===== src/rtl/tia_video_capture.sv =====
// Decodes TIA sync/blank pins into beam coordinates and queues visible pixels on a valid/ready
// stream. Define TIA_CAPTURE_LINE_CHECK_EN to add line_len_err and lines_per_frame.
module tia_video_capture #(
    parameter int unsigned VSYNC_MIN_CLKS = 456,
    parameter int unsigned FIFO_DEPTH     = 8,
    parameter int unsigned LINE_CLKS      = 228
) (
    input  logic       clk,
    input  logic       reset_bar,
    input  logic       syn,
    input  logic       blk_bar,
    input  logic [2:0] l,
    input  logic [3:0] c,
    output logic       pix_valid,
    input  logic       pix_ready,
    output logic [7:0] pix_x,
    output logic [8:0] pix_y,
    output logic [2:0] pix_lum,
    output logic [3:0] pix_col,
    output logic       frame_start,
    output logic [7:0] frame_count,
    output logic       locked,
    output logic       overflow,
    input  logic       ovf_clr
`ifdef TIA_CAPTURE_LINE_CHECK_EN
    ,
    output logic       line_len_err,
    output logic [8:0] lines_per_frame
`endif
);
    localparam int unsigned RunW  = $clog2(VSYNC_MIN_CLKS + 1);
    localparam int unsigned AddrW = $clog2(FIFO_DEPTH);
    localparam int unsigned CntW  = AddrW + 1;
    localparam logic [RunW-1:0] RunMax  = RunW'(VSYNC_MIN_CLKS);
    localparam logic [CntW-1:0] CntFull = CntW'(FIFO_DEPTH);

    if (FIFO_DEPTH < 2 || (FIFO_DEPTH & (FIFO_DEPTH - 1)) != 0 || LINE_CLKS > 510)
    begin : g_param_check
        $error("tia_video_capture: unsupported parameter values");
    end

    typedef enum logic {StSearch, StLocked} state_e;

    typedef struct packed {
        logic [7:0] x;
        logic [8:0] y;
        logic [2:0] lum;
        logic [3:0] col;
    } pix_t;

    state_e            state_q, state_d;
    logic              syn_q, blk_q;
    logic [2:0]        l_q;
    logic [3:0]        c_q;
    logic [RunW-1:0]   run_q, run_d;
    logic [7:0]        x_q, x_d;
    logic [8:0]        y_q, y_d;
    logic [7:0]        frame_count_q, frame_count_d;
    logic              overflow_q, overflow_d;
    logic              cap_q, cap_d;
    pix_t              cap_pix_q, cap_pix_d;
    logic [AddrW-1:0]  wr_ptr_q, wr_ptr_d, rd_ptr_q, rd_ptr_d;
    logic [CntW-1:0]   cnt_q, cnt_d;
    pix_t              mem_q [FIFO_DEPTH];
    pix_t              mem_d [FIFO_DEPTH];

    logic sync_fall, vsync_fall, hsync_fall;
    logic pop, push, drop, full;
    pix_t head;

    // A nonzero run count means syn_q was high on the previous clock.
    assign sync_fall  = !syn_q && (run_q != '0);
    assign vsync_fall = sync_fall && (run_q >= RunMax);
    assign hsync_fall = sync_fall && !vsync_fall;

    assign full = (cnt_q == CntFull);
    assign pop  = pix_valid && pix_ready;
    assign push = cap_q && (!full || pop);
    assign drop = cap_q && full && !pop;

    always_comb begin
        state_d = state_q;
        unique case (state_q)
            StSearch: if (vsync_fall) state_d = StLocked;
            StLocked: state_d = StLocked;
            default:  state_d = StSearch;
        endcase
    end

    always_comb begin
        run_d         = '0;
        x_d           = x_q;
        y_d           = y_q;
        frame_count_d = frame_count_q;

        if (syn_q) run_d = (run_q == RunMax) ? run_q : run_q + 1'b1;

        if (sync_fall)             x_d = '0;
        else if (x_q != 8'hFF)     x_d = x_q + 8'd1;

        if (vsync_fall) begin
            y_d           = '0;
            frame_count_d = frame_count_q + 8'd1;
        end else if (hsync_fall && state_q == StLocked && y_q != 9'h1FF) begin
            y_d = y_q + 9'd1;
        end
    end

    // Capture is staged one clock so the FIFO write lands two edges after the input sample.
    always_comb begin
        cap_d     = (state_q == StLocked) && !syn_q && blk_q;
        cap_pix_d = '{x: x_q, y: y_q, lum: l_q, col: c_q};

        wr_ptr_d = push ? wr_ptr_q + AddrW'(1) : wr_ptr_q;
        rd_ptr_d = pop  ? rd_ptr_q + AddrW'(1) : rd_ptr_q;
        unique case ({push, pop})
            2'b10:   cnt_d = cnt_q + CntW'(1);
            2'b01:   cnt_d = cnt_q - CntW'(1);
            default: cnt_d = cnt_q;
        endcase

        overflow_d = drop ? 1'b1 : (ovf_clr ? 1'b0 : overflow_q);

        mem_d = mem_q;
        if (push) mem_d[wr_ptr_q] = cap_pix_q;
    end

    always_ff @(posedge clk) begin
        if (!reset_bar) begin
            state_q       <= StSearch;
            syn_q         <= 1'b0;
            blk_q         <= 1'b0;
            l_q           <= '0;
            c_q           <= '0;
            run_q         <= '0;
            x_q           <= '0;
            y_q           <= '0;
            frame_count_q <= '0;
            overflow_q    <= 1'b0;
            cap_q         <= 1'b0;
            cap_pix_q     <= '0;
            wr_ptr_q      <= '0;
            rd_ptr_q      <= '0;
            cnt_q         <= '0;
        end else begin
            state_q       <= state_d;
            syn_q         <= syn;
            blk_q         <= blk_bar;
            l_q           <= l;
            c_q           <= c;
            run_q         <= run_d;
            x_q           <= x_d;
            y_q           <= y_d;
            frame_count_q <= frame_count_d;
            overflow_q    <= overflow_d;
            cap_q         <= cap_d;
            cap_pix_q     <= cap_pix_d;
            wr_ptr_q      <= wr_ptr_d;
            rd_ptr_q      <= rd_ptr_d;
            cnt_q         <= cnt_d;
        end
    end

    // Storage needs no reset: the head is masked whenever the FIFO is empty.
    always_ff @(posedge clk) begin
        mem_q <= mem_d;
    end

    assign head        = mem_q[rd_ptr_q];
    assign pix_valid   = (cnt_q != '0);
    assign pix_x       = pix_valid ? head.x   : '0;
    assign pix_y       = pix_valid ? head.y   : '0;
    assign pix_lum     = pix_valid ? head.lum : '0;
    assign pix_col     = pix_valid ? head.col : '0;
    assign frame_start = vsync_fall;
    assign frame_count = frame_count_q;
    assign locked      = (state_q == StLocked);
    assign overflow    = overflow_q;

`ifdef TIA_CAPTURE_LINE_CHECK_EN
    localparam int unsigned LineW = $clog2(LINE_CLKS + 2);

    logic [LineW-1:0] line_cnt_q, line_cnt_d;
    logic             line_meas_q, line_meas_d;
    logic             line_err_q, line_err_d;
    logic [8:0]       lpf_q, lpf_d;

    // line_cnt_q equals the clocks elapsed since the last HSYNC fall (saturating).
    always_comb begin
        line_cnt_d  = (line_cnt_q == '1) ? line_cnt_q : line_cnt_q + 1'b1;
        line_meas_d = line_meas_q;
        line_err_d  = ovf_clr ? 1'b0 : line_err_q;
        lpf_d       = lpf_q;
        if (vsync_fall) begin
            line_meas_d = 1'b0;
            lpf_d       = y_q;
        end else if (hsync_fall && state_q == StLocked) begin
            line_cnt_d  = LineW'(1);
            line_meas_d = 1'b1;
            if (line_meas_q && line_cnt_q != LineW'(LINE_CLKS)) line_err_d = 1'b1;
        end
    end

    always_ff @(posedge clk) begin
        if (!reset_bar) begin
            line_cnt_q  <= '0;
            line_meas_q <= 1'b0;
            line_err_q  <= 1'b0;
            lpf_q       <= '0;
        end else begin
            line_cnt_q  <= line_cnt_d;
            line_meas_q <= line_meas_d;
            line_err_q  <= line_err_d;
            lpf_q       <= lpf_d;
        end
    end

    assign line_len_err    = line_err_q;
    assign lines_per_frame = lpf_q;
`endif

endmodule


===== config.mk =====
export PLATFORM = sky130hd
export DESIGN_NAME = tia_video_capture
export DESIGN_NICKNAME = d
export VERILOG_FILES = /design/src/rtl/tia_video_capture.sv
export SDC_FILE = /design/constraint.sdc
export NUM_CORES = 1
export LEC_CHECK = 0
export ABC_CLOCK_PERIOD_IN_PS = 10200
export CAP_MARGIN = 20
export CELL_PAD_IN_SITES_DETAIL_PLACEMENT = 2
export CELL_PAD_IN_SITES_GLOBAL_PLACEMENT = 2
export CORE_MARGIN = 1
export CORE_UTILIZATION = 48
export CTS_CLUSTER_DIAMETER = 80
export DETAILED_ROUTE_END_ITERATION = 8
export PLACE_DENSITY_LB_ADDON = 0.1
export REMOVE_ABC_BUFFERS = 1
export SLEW_MARGIN = 20
export SYNTH_ARGS = -nofsm -noshare
export SYNTH_HDL_FRONTEND = slang
export SYNTH_SLANG_ARGS = --single-unit

===== constraint.sdc =====
create_clock -name clk -period 10.2 [get_ports clk]
set_clock_uncertainty 0.05 [all_clocks]
set_input_delay 1.02 -clock clk [delete_from_list [all_inputs] [get_ports clk]]
set_output_delay 1.02 -clock clk [all_outputs]
set_load 0.005 [all_outputs]

==> results.yml <==
detailed_routing:
  drtAntennaViolNets: 0
  wl_um: 28400
  vias: 5956
  vias_per_cell: 5.93
  drt_iter0_markers: 292
  routedWlPerCell_um: 28.3
  drc_errors: 0
  drtPass1Iterations: 4
worst_setup_path:
  crit_path_start_kind: "flip-flop"
  path_max_fanout: 34
  slowest_stage: "dfxtp_2"
  critPathMaxStageDelay_ns: 0.64
  cp.arrival_ns: 3.01
  critical_path_class: "flip-flop to primary output"
  end_kind: "primary output"
  critical_path.cell_chain: "buf_4 -> mux4_2 -> mux2i_1 -> nor2_1 -> clkdlybuf4s50_1"
  worstPathRequired_ns: 9.13
global_route:
  grt_use_met3: 0.0442
  grt_busiest_layer: "met2"
  track_usage: 0.267
  grt_start_max_net_pins: 60
  grt-ovfl-total: 0
  gr-usage-met1: 0.327
  grtUsageMet2: 0.473
  antenna_found_initial: 0
  grt_pass1_wl_um: 43000
  grt_pass1_vias: 6698
finish:
  drive_gt1_frac: 0.160
  antenna_cells: 0
  fin_nets: 732
  final_common_cell: "edfxtp_1"
  fin_util: 0.577
  nFillCells: 1803
  area_growth_pct: 16.6
  instances_no_fill: 1005
  layout_common_cells: "edfxtp_1, dfxtp_1, mux4_2"
sta:
  setup_ws_ns: 6.12
  period_share: 0.400
  max_freq_ghz: 0.245
  slew_violations: 0
  min_period_ns: 4.08
  setup_tns_ns: 0
  setup_violations: 0
  grt_setup_unrepaired: "false"
  hold_violations: 0
  worst_pin_slew_ns: 1.11
  slew-limit-headroom: 0.258
cts:
  clk_latency_ns: 0.55
  cts.repair.resized: 0
  numCtsBuffers: 28
  hold_buffers: 0
  path_clk_slew_ns: 0.07
  clk_path_buf_depth: 3
  cts_max_level: 1
  cts_tree: "yes"
  cts-root-buf: "clkbuf_16"
  postCtsSetupRepairBufs: 0
  cts.sink_count: 272
synthesis:
  yosysWarnings: 0
  ys_seq_elements: 272
  synth.distinct_cells: 50
  synthArstFlopShare: 0
  synth.cell_area_mm2: 0.0105
  seq_area_frac_synth: 0.700
  synthCells: 649
  syn_area_per_cell_um2: 16.2
  synth_edf_count: 192
  synth_ff_type: "edfxtp_1"
pwr:
  swShare: 0.203
  seq_power_share: 0.527
  internal-power_uw: 1790
  power_density_mw_per_mm2: 183
  p_clk_frac: 0.465
  switching_power_uw: 454
  vdd_drop_max_v: 0.000125
  p_leak_uw: 0.00409
  p_comb_frac: 0.008
  power_uw: 2240
die:
  dieWidth_um: 150
  rows: 53
  io_pins: 49
  start_util: 0.495
  coreArea_mm2: 0.0213
  die_area_mm2: 0.0225
  die_y_um: 150
placement:
  dp_worst_setup_slack_ns: 6.57
  routabilityCongestion: 0.710
  port_buffers: 48
  dp_hpwl_um: 15500
  placedCellCount: 952
min_path:
  hp-class: "flip-flop to flip-flop"
job:
  maxCapViolations: 0
status:
  status: "finished clean"
==> state kept, by name (all words and copies together) (netlist names), 3 cells and up <==
| signal | cells |
|---|---|
| y_q | 9 |
| x_q | 8 |
| rd_ptr_q | 3 |
| l_q | 3 |
| wr_ptr_q | 3 |
| cnt_q | 4 |
| frame_count | 8 |
| run_q | 9 |
| mem_q | 192 |
| cap_pix_q | 24 |
| c_q | 4 |
==> cell type report <==
class,instances,area [um^2],area share
clock buffer,36,762,0.0621
clock inverter,16,163,0.0133
inverter,9,33.8,0.00275
multi-input combinational,342,3050,0.248
sequential,272,7370,0.601
tap,275,344,0.0280
timing repair buffer,55,548,0.0447
==> synth_stat cells, drive strengths merged (4+ instances only) <==
master	instances	area (um^2)
a21boi	4	30.0
a21oi	16	80.1
and2	43	269
and3	4	25.0
buf	13	72.6
clkbuf	13	48.8
dfxtp	80	1600
edfxtp	192	5770
ha	11	138
inv	9	33.8
mux2i	31	310
mux4	48	1080
nand2	19	78.8
nand2b	6	37.5
nand3	19	95.1
nor2	49	191
nor2b	9	56.3
nor3	10	61.3
o21ai	11	58.8
o31ai	6	45.0
or3	6	42.5
or4	6	45.0
xnor2	10	87.6
xor2	10	87.6
==> power by group through the flow <==
| stage | logic (uW) | clock network [uW] | registers, uW |
|---|---|---|---|
| global route | 20.6 | 1090 | 1180 |
| CTS | 19.1 | 1060 | 1180 |
| floorplan | 7.93 | 0 | 1200 |
| finish | 18.6 | 1040 | 1180 |
| detailed placement | 18.6 | 0 | 1210 |
| global placement | 17.4 | 0 | 1200 |
==> worst max-delay path: cells and delay by family (launching register included) <==
kind                   cells  cell delay [ns]
DFF                        1             0.64
and+or+nand+nor            1             0.11
buffers and inverters      2             1.06
muxes                      2             0.62
==> per-layer routing <==
layer	wire length, um	part of all wire
met1	11600	0.41
met2	14700	0.52
met3	1190	0.042
met4	974	0.034
met5	0	0
==> kinds of logic after synthesis <==
kind of cell    after synthesis  synth area share
simple gates                187            0.0975
compound gates               45            0.0260
mux                          79             0.132
buf+inv                      35            0.0147
fa+ha+maj                    11            0.0131
flops                       272             0.700
xor+xnor                     20            0.0166
==> through the flow <==
step / hold WS [ns] / instance area [um^2]
2_1_floorplan: 0.362 / 10400
3_3_place_gp: 0.373 / 11300
3_5_place_dp: 0.382 / 11300
4_1_cts: 0.395 / 12200
5_1_grt: 0.412 / 12300
6_report: 0.389 / 12300
==> worst paths after layout <==
path	startpoint	endpoint	slack (ns)	cells after the start
worst max-delay path	rd_ptr_q[1]	pix_y[0]	6.12	5
worst max register to register	cnt_q[0]	cnt_q[2]	6.67	12
worst min register to register	l_q[0]	cap_pix_q[4]	0.39	1
worst min-delay path	l_q[0]	cap_pix_q[4]	0.39	1
No activity file was read; power rests on OpenSTA's default activity.
